[src/rtl/pipe_hazard_ctrl_if.sv]
// pipe_hazard_ctrl_if
//   Bundle of every non-clock signal between the pipeline datapath and the
//   hazard/sequencing controller.
//   master : datapath side (drives decode/hazard inputs, receives enables).
//   slave  : controller side (receives hazard inputs, drives enables,
//            flushes, halted flag and performance counters).
//   CNT_W  : width of stall_cnt / flush_cnt.
interface pipe_hazard_ctrl_if #(
  parameter int CNT_W = 16
);
  logic [15:0]      IFID_instruction;
  logic             IFID_readsRs;
  logic             IFID_readsRt;
  logic [2:0]       IDEX_writeRegSel;
  logic             IDEX_RegWrite;
  logic             IDEX_MemRead;
  logic             take_branch_PC;
  logic             dmem_stall;
  logic             dmem_done;
  logic             MEMWB_halt;
  logic             clr_cnt;
  logic             pc_en;
  logic             ifid_en;
  logic             idex_en;
  logic             exmem_en;
  logic             memwb_en;
  logic             ifid_flush;
  logic             idex_flush;
  logic             halted;
  logic [CNT_W-1:0] stall_cnt;
  logic [CNT_W-1:0] flush_cnt;

  modport master (
    output IFID_instruction, IFID_readsRs, IFID_readsRt, IDEX_writeRegSel,
           IDEX_RegWrite, IDEX_MemRead, take_branch_PC, dmem_stall,
           dmem_done, MEMWB_halt, clr_cnt,
    input  pc_en, ifid_en, idex_en, exmem_en, memwb_en, ifid_flush,
           idex_flush, halted, stall_cnt, flush_cnt
  );

  modport slave (
    input  IFID_instruction, IFID_readsRs, IFID_readsRt, IDEX_writeRegSel,
           IDEX_RegWrite, IDEX_MemRead, take_branch_PC, dmem_stall,
           dmem_done, MEMWB_halt, clr_cnt,
    output pc_en, ifid_en, idex_en, exmem_en, memwb_en, ifid_flush,
           idex_flush, halted, stall_cnt, flush_cnt
  );
endinterface

[src/rtl/pipe_hazard_ctrl.sv]
// pipe_hazard_ctrl
//   Sequencing controller for the five-stage pipeline: decides each cycle
//   which pipeline registers advance, hold or load a NOP.
//   Ports:
//     clk         : rising-edge clock
//     rst         : synchronous, active-high reset
//     bus         : pipe_hazard_ctrl_if.slave (hazard inputs, stage
//                   enables/flushes, halted flag, stall/flush counters)
//     o_dbg_state : current FSM state (0 RUN, 1 FREEZE, 2 HALT)
//   Handshake: none; all control outputs are combinational from the current
//   state and inputs, and the pipeline registers sample them on the next edge.
module pipe_hazard_ctrl #(
  parameter int CNT_W = 16
) (
  input  logic                  clk,
  input  logic                  rst,
  pipe_hazard_ctrl_if.slave     bus,
  output logic [1:0]            o_dbg_state
);

  typedef enum logic [1:0] {
    ST_RUN    = 2'd0,
    ST_FREEZE = 2'd1,
    ST_HALT   = 2'd2
  } state_t;

  state_t           r_state;
  state_t           w_next;
  logic [CNT_W-1:0] r_stall_cnt;
  logic [CNT_W-1:0] r_flush_cnt;

  logic [2:0] w_rs;
  logic [2:0] w_rt;
  logic       w_load_use;
  logic       w_apply_run;
  logic       w_redirect_evt;
  logic       w_stall_evt;
  logic       w_pc_en, w_ifid_en, w_idex_en, w_exmem_en, w_memwb_en;
  logic       w_ifid_flush, w_idex_flush;
  logic       w_unused;

  assign w_rs     = bus.IFID_instruction[10:8];
  assign w_rt     = bus.IFID_instruction[7:5];
  assign w_unused = ^{bus.IFID_instruction[15:11], bus.IFID_instruction[4:0]};

  assign w_load_use = bus.IDEX_MemRead & bus.IDEX_RegWrite &
                      ((bus.IFID_readsRs & (w_rs == bus.IDEX_writeRegSel)) |
                       (bus.IFID_readsRt & (w_rt == bus.IDEX_writeRegSel)));

  always_comb begin
    w_next         = r_state;
    w_apply_run    = 1'b0;
    w_redirect_evt = 1'b0;
    w_pc_en        = 1'b1;
    w_ifid_en      = 1'b1;
    w_idex_en      = 1'b1;
    w_exmem_en     = 1'b1;
    w_memwb_en     = 1'b1;
    w_ifid_flush   = 1'b0;
    w_idex_flush   = 1'b0;

    case (r_state)
      ST_RUN: begin
        if (bus.MEMWB_halt) begin
          {w_pc_en, w_ifid_en, w_idex_en, w_exmem_en, w_memwb_en} = 5'b0;
          w_next = ST_HALT;
        end else if (bus.dmem_stall && !bus.dmem_done) begin
          {w_pc_en, w_ifid_en, w_idex_en, w_exmem_en, w_memwb_en} = 5'b0;
          w_next = ST_FREEZE;
        end else begin
          w_apply_run = 1'b1;
        end
      end
      ST_FREEZE: begin
        // MEM/WB is held, so a halt there cannot be new; only done matters.
        if (bus.dmem_done) begin
          w_apply_run = 1'b1;
          w_next      = ST_RUN;
        end else begin
          {w_pc_en, w_ifid_en, w_idex_en, w_exmem_en, w_memwb_en} = 5'b0;
        end
      end
      ST_HALT: begin
        {w_pc_en, w_ifid_en, w_idex_en, w_exmem_en, w_memwb_en} = 5'b0;
      end
      default: begin
        w_next = ST_RUN;
      end
    endcase

    // Redirect squashes the younger instruction, so it masks load-use.
    if (w_apply_run) begin
      if (bus.take_branch_PC) begin
        w_ifid_flush   = 1'b1;
        w_idex_flush   = 1'b1;
        w_redirect_evt = 1'b1;
      end else if (w_load_use) begin
        w_pc_en      = 1'b0;
        w_ifid_en    = 1'b0;
        w_idex_flush = 1'b1;
      end
    end

    if (rst) begin
      w_next         = ST_RUN;
      w_redirect_evt = 1'b0;
      {w_pc_en, w_ifid_en, w_idex_en, w_exmem_en, w_memwb_en} = 5'b11111;
      w_ifid_flush   = 1'b0;
      w_idex_flush   = 1'b0;
    end
  end

  assign w_stall_evt = !w_pc_en && (r_state != ST_HALT) && !rst;

  always_ff @(posedge clk) begin
    if (rst) begin
      r_state <= ST_RUN;
    end else begin
      r_state <= w_next;
    end
  end

  always_ff @(posedge clk) begin
    if (rst || bus.clr_cnt) begin
      r_stall_cnt <= '0;
      r_flush_cnt <= '0;
    end else begin
      if (w_stall_evt && (r_stall_cnt != {CNT_W{1'b1}})) begin
        r_stall_cnt <= r_stall_cnt + CNT_W'(1);
      end
      if (w_redirect_evt && (r_flush_cnt != {CNT_W{1'b1}})) begin
        r_flush_cnt <= r_flush_cnt + CNT_W'(1);
      end
    end
  end

  assign bus.pc_en      = w_pc_en;
  assign bus.ifid_en    = w_ifid_en;
  assign bus.idex_en    = w_idex_en;
  assign bus.exmem_en   = w_exmem_en;
  assign bus.memwb_en   = w_memwb_en;
  assign bus.ifid_flush = w_ifid_flush;
  assign bus.idex_flush = w_idex_flush;
  // During the reset cycle every output shows its reset value.
  assign bus.halted     = (r_state == ST_HALT) && !rst;
  assign bus.stall_cnt  = rst ? '0 : r_stall_cnt;
  assign bus.flush_cnt  = rst ? '0 : r_flush_cnt;
  assign o_dbg_state    = r_state;

endmodule

[src/flat_wrapper.sv]
// flat-port wrapper written by rule: the top's interface ports become plain ports
module pipe_hazard_ctrl_flat 
#(
  parameter int CNT_W = 16
)
  (clk, rst, o_dbg_state, bus_IFID_instruction, bus_IFID_readsRs, bus_IFID_readsRt, bus_IDEX_writeRegSel, bus_IDEX_RegWrite, bus_IDEX_MemRead, bus_take_branch_PC, bus_dmem_stall, bus_dmem_done, bus_MEMWB_halt, bus_clr_cnt, bus_pc_en, bus_ifid_en, bus_idex_en, bus_exmem_en, bus_memwb_en, bus_ifid_flush, bus_idex_flush, bus_halted, bus_stall_cnt, bus_flush_cnt);
  pipe_hazard_ctrl_if #(.CNT_W(CNT_W)) bus_i ();
  input  logic clk;
  input  logic rst;
  output logic [1:0] o_dbg_state;
  input wire logic [$bits(bus_i.IFID_instruction)-1:0] bus_IFID_instruction;
  input wire logic [$bits(bus_i.IFID_readsRs)-1:0] bus_IFID_readsRs;
  input wire logic [$bits(bus_i.IFID_readsRt)-1:0] bus_IFID_readsRt;
  input wire logic [$bits(bus_i.IDEX_writeRegSel)-1:0] bus_IDEX_writeRegSel;
  input wire logic [$bits(bus_i.IDEX_RegWrite)-1:0] bus_IDEX_RegWrite;
  input wire logic [$bits(bus_i.IDEX_MemRead)-1:0] bus_IDEX_MemRead;
  input wire logic [$bits(bus_i.take_branch_PC)-1:0] bus_take_branch_PC;
  input wire logic [$bits(bus_i.dmem_stall)-1:0] bus_dmem_stall;
  input wire logic [$bits(bus_i.dmem_done)-1:0] bus_dmem_done;
  input wire logic [$bits(bus_i.MEMWB_halt)-1:0] bus_MEMWB_halt;
  input wire logic [$bits(bus_i.clr_cnt)-1:0] bus_clr_cnt;
  output wire logic [$bits(bus_i.pc_en)-1:0] bus_pc_en;
  output wire logic [$bits(bus_i.ifid_en)-1:0] bus_ifid_en;
  output wire logic [$bits(bus_i.idex_en)-1:0] bus_idex_en;
  output wire logic [$bits(bus_i.exmem_en)-1:0] bus_exmem_en;
  output wire logic [$bits(bus_i.memwb_en)-1:0] bus_memwb_en;
  output wire logic [$bits(bus_i.ifid_flush)-1:0] bus_ifid_flush;
  output wire logic [$bits(bus_i.idex_flush)-1:0] bus_idex_flush;
  output wire logic [$bits(bus_i.halted)-1:0] bus_halted;
  output wire logic [$bits(bus_i.stall_cnt)-1:0] bus_stall_cnt;
  output wire logic [$bits(bus_i.flush_cnt)-1:0] bus_flush_cnt;
  assign bus_i.IFID_instruction = bus_IFID_instruction;
  assign bus_i.IFID_readsRs = bus_IFID_readsRs;
  assign bus_i.IFID_readsRt = bus_IFID_readsRt;
  assign bus_i.IDEX_writeRegSel = bus_IDEX_writeRegSel;
  assign bus_i.IDEX_RegWrite = bus_IDEX_RegWrite;
  assign bus_i.IDEX_MemRead = bus_IDEX_MemRead;
  assign bus_i.take_branch_PC = bus_take_branch_PC;
  assign bus_i.dmem_stall = bus_dmem_stall;
  assign bus_i.dmem_done = bus_dmem_done;
  assign bus_i.MEMWB_halt = bus_MEMWB_halt;
  assign bus_i.clr_cnt = bus_clr_cnt;
  assign bus_pc_en = bus_i.pc_en;
  assign bus_ifid_en = bus_i.ifid_en;
  assign bus_idex_en = bus_i.idex_en;
  assign bus_exmem_en = bus_i.exmem_en;
  assign bus_memwb_en = bus_i.memwb_en;
  assign bus_ifid_flush = bus_i.ifid_flush;
  assign bus_idex_flush = bus_i.idex_flush;
  assign bus_halted = bus_i.halted;
  assign bus_stall_cnt = bus_i.stall_cnt;
  assign bus_flush_cnt = bus_i.flush_cnt;
  pipe_hazard_ctrl #(.CNT_W(CNT_W)) u_core (.clk(clk), .rst(rst), .bus(bus_i), .o_dbg_state(o_dbg_state));
endmodule
[config.mk]
export PLATFORM = sky130hd
export DESIGN_NAME = pipe_hazard_ctrl_flat
export DESIGN_NICKNAME = d
export VERILOG_FILES = /design/src/rtl/pipe_hazard_ctrl_if.sv /design/src/rtl/pipe_hazard_ctrl.sv /design/src/flat_wrapper.sv
export SDC_FILE = /design/constraint.sdc
export NUM_CORES = 1
export LEC_CHECK = 0
export CORE_UTILIZATION = 28
export DETAILED_ROUTE_END_ITERATION = 8
export SYNTH_ARGS = -nofsm -noshare
export SYNTH_HDL_FRONTEND = slang
export SYNTH_SLANG_ARGS = --single-unit
export TNS_END_PERCENT = 50
[constraint.sdc]
create_clock -name clk -period 2.39 [get_ports clk]
set_clock_uncertainty 0.15 [all_clocks]
set_input_delay 0.3585 -clock clk [delete_from_list [all_inputs] [get_ports clk]]
set_output_delay 0.3585 -clock clk [all_outputs]
set_load 0.02 [all_outputs]
# --- Word level (Yosys, flattened, before mapping) ---
# Cells that the tools add are included.
# Widths: inputs -> output; s select.
totals:
  regBits: 34
  input_bits: 30
  out_inout_bits: 42
  wordCells: 55
classes:
  addsub: 2
  eq_ne: 9
  n_mux: 23
  bitwise_logic: 6
  n_reduce_logical: 12
ops:
  columns: ["cell", "count"]
  rows:
  - ["$add 16x1->16 const B", 2]
  - ["$mux 16", 2]
  - ["$ne 16x16->1 const B", 2]
  - ["$mux 1", 15]
  - ["$eq 3x3->1", 2]
  - ["$logic_and 1x1->1", 6]
  - ["$mux 2", 3]
  - ["$pmux 2 s3", 1]
  - ["$and 1x1->1", 4]
  - ["$ne 2x2->1 const B", 2]
  - ["$logic_not 1->1", 3]
  - ["$ne 3x2->1 const B", 1]
  - ["$pmux 1 s3", 1]
  - ["$reduce_and 3->1", 1]
  - ["$eq 2x1->1 const B", 1]
  - ["$eq 2x2->1 const B", 1]
  - ["$logic_not 2->1", 1]
  - ["$pmux 1 s2", 1]
  - ["$logic_or 1x1->1", 1]
  - ["$not 1->1", 1]
  - ["$or 1x1->1", 1]

# --- Longest topological paths before layout ---
# Gate-level depths: netlist (run 1).
logic_depth:
  word_depth: 13
  depth_mapped: 7
  mapped_depth_nobuf: 6

# --- Worst setup path before layout (run 1) ---
# No wires, ideal clock.
synth_timing:
  path_kind: "reg-to-output"
  start: "register u_core.r_state[0], in the netlist u_core.o_dbg_state[0]"
  end: "output port bus_pc_en"
  arrival_time_ns: 1.805
  required_ns: 1.882
  path_slack_ns: 0.077
  path_stages_with_launch: 7
  path_buffers: 2
  path_cell_list: "dfxtp_1 > buf_2 > mux2i_1 > nor2_1 > o21bai_1 > and2_1 > buf_4"
synth_via:
  elab_chain_cells: 6
  word_cells_on_any_way: 9
synth_lines:
  columns: ["element", "line", "source"]
  rows:
  - ["from (decl)", "pipe_hazard_ctrl.sv:27", "state_t r_state;"]
  - ["from (signal assigned)", "pipe_hazard_ctrl.sv:119", "r_state <= w_next;"]
  - ["$eq 2x2->1 (tied with other cells)", null, null]
  - ["$pmux 1 s3", null, null]
  - ["$mux 1 (2 in a row)", null, null]
  - ["$mux 1 (*) (2 in a row)", null, null]
  - ["to (decl)", "flat_wrapper.sv:22", "output wire logic [$bits(bus_i.pc_en)-1:0] bus_pc_en;"]
# Every way passes the cells marked *; elsewhere a longest branch is shown, timed or not.

# --- Worst setup path after layout (run 1) ---
layout_timing:
  start: "input port bus_IDEX_writeRegSel[1]"
  end: "output port bus_idex_flush"
layout_via:
  elab_chain_cells: 8
  word_cells_on_any_way: 10
layout_lines:
  columns: ["element", "line", "source"]
  rows:
  - ["from (decl)", "flat_wrapper.sv:14", "input wire logic [$bits(bus_i.IDEX_writeRegSel)-1:0] bus_IDEX_writeRegSel;"]
  - ["$eq 3x3->1, on equally long branches", "pipe_hazard_ctrl.sv:47, pipe_hazard_ctrl.sv:48", null]
  - ["$and 1x1->1, on equally long branches", "pipe_hazard_ctrl.sv:47, pipe_hazard_ctrl.sv:48", null]
  - ["$or 1x1->1 (*)", "pipe_hazard_ctrl.sv:47", "((bus.IFID_readsRs & (w_rs == bus.IDEX_writeRegSel)) |"]
  - ["$and 1x1->1 (*)", "pipe_hazard_ctrl.sv:46", "assign w_load_use = bus.IDEX_MemRead & bus.IDEX_RegWrite &"]
  - ["$mux 1 (*)", "pipe_hazard_ctrl.sv:97", "end else if (w_load_use) begin"]
  - ["$mux 1 (*)", "pipe_hazard_ctrl.sv:93", "if (bus.take_branch_PC) begin"]
  - ["$mux 1 (*)", "pipe_hazard_ctrl.sv:92", "if (w_apply_run) begin"]
  - ["$mux 1 (*)", "pipe_hazard_ctrl.sv:104", "if (rst) begin"]
  - ["to (decl)", "flat_wrapper.sv:28", "output wire logic [$bits(bus_i.idex_flush)-1:0] bus_idex_flush;"]
# Marks and branches as above.

==> results of run 1 <==
## worst max path at each step
stage	cells after the start	endpoint	slack, ns	startpoint
6_report	7	bus_idex_flush	0.09	bus_IDEX_writeRegSel[1]
4_1_cts	7	bus_ifid_en	-0.06	bus_IDEX_writeRegSel[1]
3_3_place_gp	7	bus_idex_flush	-0.33	bus_IDEX_writeRegSel[1]
2_1_floorplan	6	bus_pc_en	0.08	u_core.o_dbg_state[0]$_SDFFE_PP0P_
3_5_place_dp	7	bus_idex_flush	-0.36	bus_IDEX_writeRegSel[1]
5_1_grt	7	bus_idex_flush	0.009	bus_IDEX_writeRegSel[0]
## layer usage
layer,wire (um),track usage,part of all wire
met1,2600,0.166,0.45
met2,2920,0.269,0.50
met3,212,0.0265,0.037
met4,59,0.0391,0.010
met5,0,0,0
## registers in the layout (all words and copies together), names as in the netlist
name	count
u_core.r_flush_cnt	16
u_core.r_stall_cnt	16
u_core.o_dbg_state	2
## synth_stat cells (2+ instances only)
master    instances  share of area
a31oi_1           2         0.0055
buf_4             3          0.010
nand2_1          32          0.053
a211oi_1          7          0.023
and3_1            6          0.017
mux2i_1          17          0.075
a41o_1            2         0.0089
xnor2_1          15          0.058
nand3_1           7          0.016
a21oi_1          11          0.024
buf_2             5          0.011
inv_1             5         0.0083
nand4_1           8          0.022
dfxtp_1          34           0.30
ha_1              2          0.011
nor2b_1          31          0.086
nor2_1           24          0.040
o21ai_0           3         0.0066
a31o_2            2         0.0078
nor4_1            4          0.011
a21boi_0          2         0.0066
nor3_1            2         0.0044
and2_1            2         0.0055
clkbuf_1          9          0.015
or3_1            15          0.042
and4_1            6          0.023
## repair_timing
item	in CTS	in global routing
hold buffers	0	0
setup endpoints to repair	7	4
gates resized for setup	11	6
pin swaps	0	1
## cell families (layout without fill, tap and decap cells)
kind of cell	after synthesis	count (layout)	synth area share
and+or+nand+nor	147	147	0.367
AOI/OAI and AO/OA	41	41	0.136
DFF	34	34	0.302
buffers and inverters	24	92	0.0510
muxes	17	17	0.0754
xor gates and xnor gates	15	15	0.0582
adders and majority gates	2	2	0.0111
## power by group
group	internal (mW)	switching, mW	total (mW)
Sequential	0.569	0.00541	0.575
Combinational	0.0822	0.0861	0.168
Clock	0.201	0.210	0.410
## cell type report
cell class                      instances  area, um^2
Fill cell                             848        4660
Multi-Input combinational cell        222        1470
Timing Repair Buffer                   80         732
Sequential cell                        34         682
Tap cell                              102         128
Clock buffer                            7        76.3
Inverter                                5        18.8
## stage by stage
step           power (mW)  TNS (ns)
6_report             1.15         0
5_1_grt              1.20         0
4_1_cts              1.17    -0.173
3_5_place_dp        0.763     -1.60
3_3_place_gp        0.761     -1.44
2_1_floorplan       0.677         0
## critical path: cells and delay by family
family | cells | cell delay [ns]
buffers and inverters | 2 | 0.72
AOI/OAI and AO/OA | 1 | 0.15
xor gates and xnor gates | 1 | 0.12
and+or+nand+nor | 3 | 0.43
==> results.ini, run 1 <==
[placement]
postPlaceCellArea_um2 = 3040
post-place-cells = 443
post-dp-hpwl_um = 4190
portBuffers = 61
gp_congestion = 0.742
post-place-ws_ns = -0.357

[final_layout]
drive_above_1_share = 0.129
finalNetCount = 380
fin_util = 0.400
final_cell_mix = clkdlybuf4s50_1 (53), dfxtp_1 (33), nand2_1 (32)
final_cell_area_um2 = 3100
synthToLayoutAreaGrowth_pct = 37.5
antennaDiodeCount = 0
final_cells = 450
final_common_cell = clkdlybuf4s50_1

[drt]
wl_um = 5790
drtPass1Iterations = 4
drc = 0
wl_per_cell_um = 12.9
ant_nets = 0
viasPerCell = 4.94
num_vias = 2223
drt_iter0_drc = 84

[run]
maxCapViolations = 0

[clock_network]
root_buffer = clkbuf_8
clk_pin_slew_ns = 0.06
cts_tree = done
cts_made_buffers = 5
cts_max_path_buffers = 2
clock_latency_ns = 0.28
clock-sinks = 34
cts_setup_buffers = 0
h-tree-depth = 2

[global_routing]
grt_pass1_vias = 2199
grt_max_degree = 47
grt_pass1_wl_um = 9930
grt_antenna_before_repair = 0
grt_overflow = 0
gr-usage-all-layers = 0.144

[sta]
relSlewSlack = 0.650
final.setup.worst_slack_ns = 0.0898
min_period_over_period = 0.962
max_freq_mhz = 435
post-route-min-period_ns = 2.30
whs_ns = 0.322
slew_violations = 0
setup_violations = 0
rsz0062_at_grt = no
worst_pin_slew_ns = 0.523
hold_viol = 0

[synthesis]
synth_seq_cells = 34
synthesis.nets = 312
syn_area_um2 = 2260
synthFlopType = dfxtp_1
yosysWarnings = 0
synth_edf_count = 0
synthCells = 280
synth_cell_type_count = 50
synth-seq-area-share = 0.302
async_reset_ff_frac = 0
syn_area_per_cell_um2 = 8.06

[setup_path]
critPathArrivalTime_ns = 1.79
cp_slowest_cell = clkdlybuf4s50_1
end_kind = output pin
worstPathRequired_ns = 1.88
crit_path_max_incr_delay_ns = 0.51
worstReg2RegEnd = u_core.r_flush_cnt[15]$_SDFFE_PP0P_
worstPathCellList = clkdlybuf4s50_1, xnor2_1, and4_1, o21ba_2, nor2_1, nor4_1, buf_2
rr_startpoint = u_core.r_flush_cnt[2]$_SDFFE_PP0P_
r2r_cells = 5
path_class = in -> out
r2r_setup_slack_ns = 0.35
cp-start-kind = input port
critical_path_peak_fanout = 2

[die]
die_area_um2 = 8420
die_x_um = 91.8
start_util = 0.291
core_um2 = 7770
die_h_um = 91.8
pin_count = 72
fp-row-count = 32

[power_and_ir_drop]
power_density_nw_per_um2 = 372
p_leak_nw = 1.06
peakVddDrop_v = 0.000180

[min_path]
hp-class = in -> reg
hold_depth = 3
hold-path-endpoint = u_core.o_dbg_state[0]$_SDFFE_PP0P_
hp-start = rst

[outcome]
outcome = finished, final reports clean

(Power assumes the default switching activity.)
==> run 2, diff against run 1 <==
--- a/config.mk
+++ b/config.mk
@@ -7,6 +7,7 @@
 export LEC_CHECK = 0
 export CORE_UTILIZATION = 28
 export DETAILED_ROUTE_END_ITERATION = 8
+export MAX_ROUTING_LAYER = met4
 export SYNTH_ARGS = -nofsm -noshare
 export SYNTH_HDL_FRONTEND = slang
 export SYNTH_SLANG_ARGS = --single-unit
==> results.ini, run 2 (synthesis results as in run 1) <==
[sta]
hold_viol = 0  ; unchanged
finalSetupTns_ns = 0  ; unchanged
worst_pin_slew_ns = 0.521  ; -0.00233 ns
final.setup.worst_slack_ns = 0.0898  ; unchanged
setup_violations = 0  ; unchanged
min_period_over_period = 0.962  ; unchanged
relSlewSlack = 0.651  ; +0.00156
rsz0062_at_grt = no
max_freq_mhz = 435  ; unchanged
post-route-min-period_ns = 2.30  ; unchanged
slew_violations = 0  ; unchanged
whs_ns = 0.322  ; -0.000551 ns

[power_and_ir_drop]
p_total_mw = 1.15  ; about the same
power_frac_clock = 0.356  ; about the same
switching_share = 0.261  ; about the same
power_density_nw_per_um2 = 372  ; about the same
peakVddDrop_v = 0.000180  ; about the same
p_int_mw = 0.852  ; about the same
power_frac_comb = 0.146  ; about the same
p_leak_nw = 1.06  ; unchanged
seq_power_share = 0.498  ; about the same
switching_power_mw = 0.301  ; about the same

[placement]
gp_congestion = 0.752  ; +1.3%
postPlaceCellArea_um2 = 3040  ; unchanged
post-dp-hpwl_um = 4190  ; unchanged
portBuffers = 61  ; unchanged
post-place-cells = 443  ; unchanged
post-place-ws_ns = -0.357  ; unchanged

[clock_network]
cts_max_path_buffers = 2  ; unchanged
cts_setup_buffers = 0  ; unchanged
cts_tree = done
cts_made_buffers = 5  ; unchanged
clk_pin_slew_ns = 0.06  ; about the same
h-tree-depth = 2  ; unchanged
clock_latency_ns = 0.28  ; about the same
clock-sinks = 34  ; unchanged
root_buffer = clkbuf_8
cts_hold_buf = 0  ; unchanged

[die]
pin_count = 72  ; unchanged
die_h_um = 91.8  ; unchanged
core_um2 = 7770  ; unchanged
die_x_um = 91.8  ; unchanged
fp-row-count = 32  ; unchanged
die_area_um2 = 8420  ; unchanged
start_util = 0.291  ; unchanged

[setup_path]
r2r_setup_slack_ns = 0.35  ; about the same
critPathArrivalTime_ns = 1.79  ; about the same
worstPathRequired_ns = 1.88  ; about the same
critical_path_peak_fanout = 2  ; unchanged
cp-start-kind = input port
end_kind = output pin
path_class = in -> out

[global_routing]
grt_pass1_vias = 2198  ; -0.045%
grt_overflow = 0  ; unchanged
grt_antenna_before_repair = 0  ; unchanged
grt_pass1_wl_um = 9940  ; about the same
grt_max_degree = 47  ; unchanged
gr-usage-all-layers = 0.148  ; +0.00405

[final_layout]
drive_above_1_share = 0.129  ; unchanged
finalNetCount = 380  ; unchanged
antennaDiodeCount = 0  ; unchanged
fin_util = 0.400  ; unchanged
final_cells = 450  ; unchanged
final_cell_mix = clkdlybuf4s50_1 (53), dfxtp_1 (33), nand2_1 (32)
final_cell_area_um2 = 3100  ; unchanged
synthToLayoutAreaGrowth_pct = 37.5  ; unchanged
final_common_cell = clkdlybuf4s50_1

[drt]
num_vias = 2223  ; unchanged
viasPerCell = 4.94  ; unchanged
drt_iter0_drc = 88  ; +4.8%
drc = 0  ; unchanged
wl_per_cell_um = 12.9  ; about the same
wl_um = 5790  ; about the same
ant_nets = 0  ; unchanged
drtPass1Iterations = 4  ; unchanged

[outcome]
outcome = finished, final reports clean

[run]
maxCapViolations = 0  ; unchanged

[min_path]
hp-class = in -> reg

[run 2: cell counts in the layout (fill, tap and decap cells not counted)]
No cell type changed its count.
[run 2: worst paths after layout]
kind	startpoint	to	cells after the start
setup / recovery	bus_IDEX_writeRegSel[1]	bus_idex_flush	7
hold / removal	rst	u_core.o_dbg_state[0]$_SDFFE_PP0P_	3
setup reg to reg	u_core.r_flush_cnt[2]$_SDFFE_PP0P_	u_core.r_flush_cnt[15]$_SDFFE_PP0P_	5
hold reg to reg	u_core.r_stall_cnt[6]$_SDFFE_PP0P_	u_core.r_stall_cnt[6]$_SDFFE_PP0P_	2
[run 2: worst max-delay path: stages]
cell             delay [ns]
clkdlybuf4s50_1        0.51
xnor2_1                0.12
and4_1                 0.24
o21ba_2                0.15
nor2_1                 0.03
nor4_1                 0.16
buf_2                  0.21
[run 2: final cells by class]
type / instances / area [um^2]
Inverter: 5 / 18.8
Clock buffer: 7 / 76.3
Tap cell: 102 / 128
Timing Repair Buffer: 80 / 732
Fill cell: 848 / 4660
Sequential cell: 34 / 682
Multi-Input combinational cell: 222 / 1470
[run 2: layer usage]
layer,share of wire,GRT usage
met5,0,-
met4,0.011,0.0391
met3,0.036,0.0265
met2,0.50,0.269
met1,0.45,0.166
[run 2: what timing repair did]
| item | CTS | global route |
|---|---|---|
| pin swaps | 0 | 1 |
| endpoints found under the setup margin | 7 | 4 |
| gates cloned | 0 | 0 |
| gates resized for setup | 11 | 6 |
[run 2: power by group through the flow]
| stage | combinational (mW) | clock, mW | sequential [mW] |
|---|---|---|---|
| floorplan | 0.0888 | 0 | 0.588 |
| global placement | 0.173 | 0 | 0.587 |
| detailed placement | 0.176 | 0 | 0.588 |
| CTS | 0.171 | 0.422 | 0.575 |
| global route | 0.184 | 0.442 | 0.575 |
| finish | 0.168 | 0.410 | 0.575 |
==> run 3, diff against run 2 <==
==> constraint.sdc (replaced) <==
create_clock -name clk -period 2.39 [get_ports clk]
set_clock_uncertainty 0.15 [all_clocks]
set_input_delay 0.478 -clock clk [delete_from_list [all_inputs] [get_ports clk]]
set_output_delay 0.478 -clock clk [all_outputs]
set_load 0.02 [all_outputs]
==> results.ini, run 3 (synthesis results as in run 1) <==
[clock_network]
clock-sinks = 34  ; unchanged
cts_max_path_buffers = 2  ; unchanged
cts_made_buffers = 5  ; unchanged
clock_latency_ns = 0.28  ; about the same
h-tree-depth = 2  ; unchanged
root_buffer = clkbuf_8
clk_pin_slew_ns = 0.07  ; about the same
cts_tree = done
cts_hold_buf = 0  ; unchanged

[die]
core_um2 = 7770  ; unchanged
die_x_um = 91.8  ; unchanged
die_area_um2 = 8420  ; unchanged
start_util = 0.291  ; unchanged
die_h_um = 91.8  ; unchanged
fp-row-count = 32  ; unchanged
pin_count = 72  ; unchanged

[sta]
rsz0062_at_grt = yes
finalSetupTns_ns = -0.0425  ; -0.0425 ns
final.setup.worst_slack_ns = -0.0418  ; -0.132 ns
hold_viol = 0  ; unchanged
min_period_over_period = 1.02  ; +0.0550
max_freq_mhz = 411  ; -5.4%
setup_violations = 2  ; +2
post-route-min-period_ns = 2.43  ; +0.132 ns
whs_ns = 0.336  ; +0.0149 ns
slew_violations = 0  ; unchanged
relSlewSlack = 0.642  ; -0.00910
worst_pin_slew_ns = 0.534  ; +0.0136 ns

[final_layout]
finalNetCount = 388  ; +2.1%
final_cell_mix = dlygate4sd2_1 (36), dfxtp_1 (34), nand2_1 (32)
final_cell_area_um2 = 3200  ; +3.1%
final_common_cell = dlygate4sd2_1
drive_above_1_share = 0.188  ; +0.0584
synthToLayoutAreaGrowth_pct = 41.8
antennaDiodeCount = 0  ; unchanged

[power_and_ir_drop]
p_leak_nw = 1.34  ; +26%
power_density_nw_per_um2 = 378  ; +1.9%
peakVddDrop_v = 0.000193  ; +7.1%
p_total_mw = 1.21  ; +5.0%

[global_routing]
grt_overflow = 0  ; unchanged
gr-usage-all-layers = 0.154  ; +0.00562
grt_pass1_wl_um = 10300  ; +4.0%
grt_pass1_vias = 2223  ; +1.1%
grt_antenna_before_repair = 0  ; unchanged
grt_max_degree = 39  ; -17%

[placement]
postPlaceCellArea_um2 = 3090  ; +1.9%
post-dp-hpwl_um = 4380  ; +4.5%
gp_congestion = 0.783  ; +4.1%
portBuffers = 61  ; unchanged

[setup_path]
worstPathRequired_ns = 1.76  ; -0.12 ns
cp_slowest_cell = dlygate4sd2_1
worstPathCellList = dlygate4sd2_1, xnor2_1, and4_1, o21ba_2, nor2_2, nor4_2, buf_2
end_kind = output pin
path_class = in -> out
critical_path_peak_fanout = 2  ; unchanged
critPathArrivalTime_ns = 1.80  ; about the same
cp-start-kind = input port
crit_path_max_incr_delay_ns = 0.28  ; -0.23 ns

[drt]
wl_per_cell_um = 13.1  ; +2.1%
wl_um = 6030  ; +4.2%
num_vias = 2229  ; +0.27%
ant_nets = 0  ; unchanged
drc = 0  ; unchanged
drt_iter0_drc = 55  ; -38%
drtPass1Iterations = 4  ; unchanged
viasPerCell = 4.86  ; -1.7%

[outcome]
failed_checks = setup timing
outcome = finished with violations

[run]
maxCapViolations = 0  ; unchanged

[min_path]
hp-class = reg -> reg

-- run 3: final cells by class --
type | count | area (um^2)
fillers | 838 | 4570
multi-input cells | 222 | 1520
repair buffers | 88 | 764
flip-flops and latches | 34 | 681
well taps | 102 | 128
clock buffers | 7 | 86.3
inverters | 5 | 18.8
clock inverters | 1 | 5.00
-- run 3: critical path, delay by kind of cell --
| kind | cells | cell delay (ns) |
|---|---|---|
| buf+inv | 2 | 0.48 |
| xor+xnor | 1 | 0.19 |
| compound gates | 1 | 0.16 |
| simple gates | 3 | 0.50 |
-- run 3: metrics by stage --
stage | std cells | worst slack (ns) | utilization
after global routing | 459 | -0.151 | 0.412
after floorplan | 280 | 0.0178 | -
after CTS | 458 | -0.166 | 0.404
final | 459 | -0.0418 | 0.412
after detailed placement | 450 | -0.654 | 0.398
after global placement | 450 | -0.570 | 0.398
-- run 3: path summary, 6_finish.rpt --
path | cells after the start | from | end | slack, ns
min | 2 | u_core.r_stall_cnt[10]$_SDFFE_PP0P_ | u_core.r_stall_cnt[10]$_SDFFE_PP0P_ | 0.34
min reg2reg | 2 | u_core.r_stall_cnt[10]$_SDFFE_PP0P_ | u_core.r_stall_cnt[10]$_SDFFE_PP0P_ | 0.34
max reg2reg | 5 | u_core.r_flush_cnt[2]$_SDFFE_PP0P_ | u_core.r_flush_cnt[15]$_SDFFE_PP0P_ | 0.32
max | 7 | bus_IDEX_writeRegSel[1] | bus_idex_flush | -0.04
-- run 3: layer usage --
layer  up-vias  wire [um]  global-route usage
li1       1139          -                   -
met1      1041       2810               0.187
met2        47       3000               0.266
met3         2        217              0.0290
met4         0         10              0.0286
met5         -          0                   -
-- run 3: what timing repair did --
action	4_1_cts	5_1_grt
gates resized for setup	59	24
pin swaps	1	7
endpoints found under the setup margin	39	11
setup buffers	0	2
-- run 3: power by group --
| group | switching, mW | leakage, nW | internal (mW) | total [mW] |
|---|---|---|---|---|
| clock | 0.214 | 0.0482 | 0.233 | 0.447 |
| sequential | 0.00468 | 0.274 | 0.569 | 0.574 |
| combinational | 0.0971 | 1.02 | 0.0934 | 0.190 |
| total | 0.316 | 1.34 | 0.895 | 1.21 |
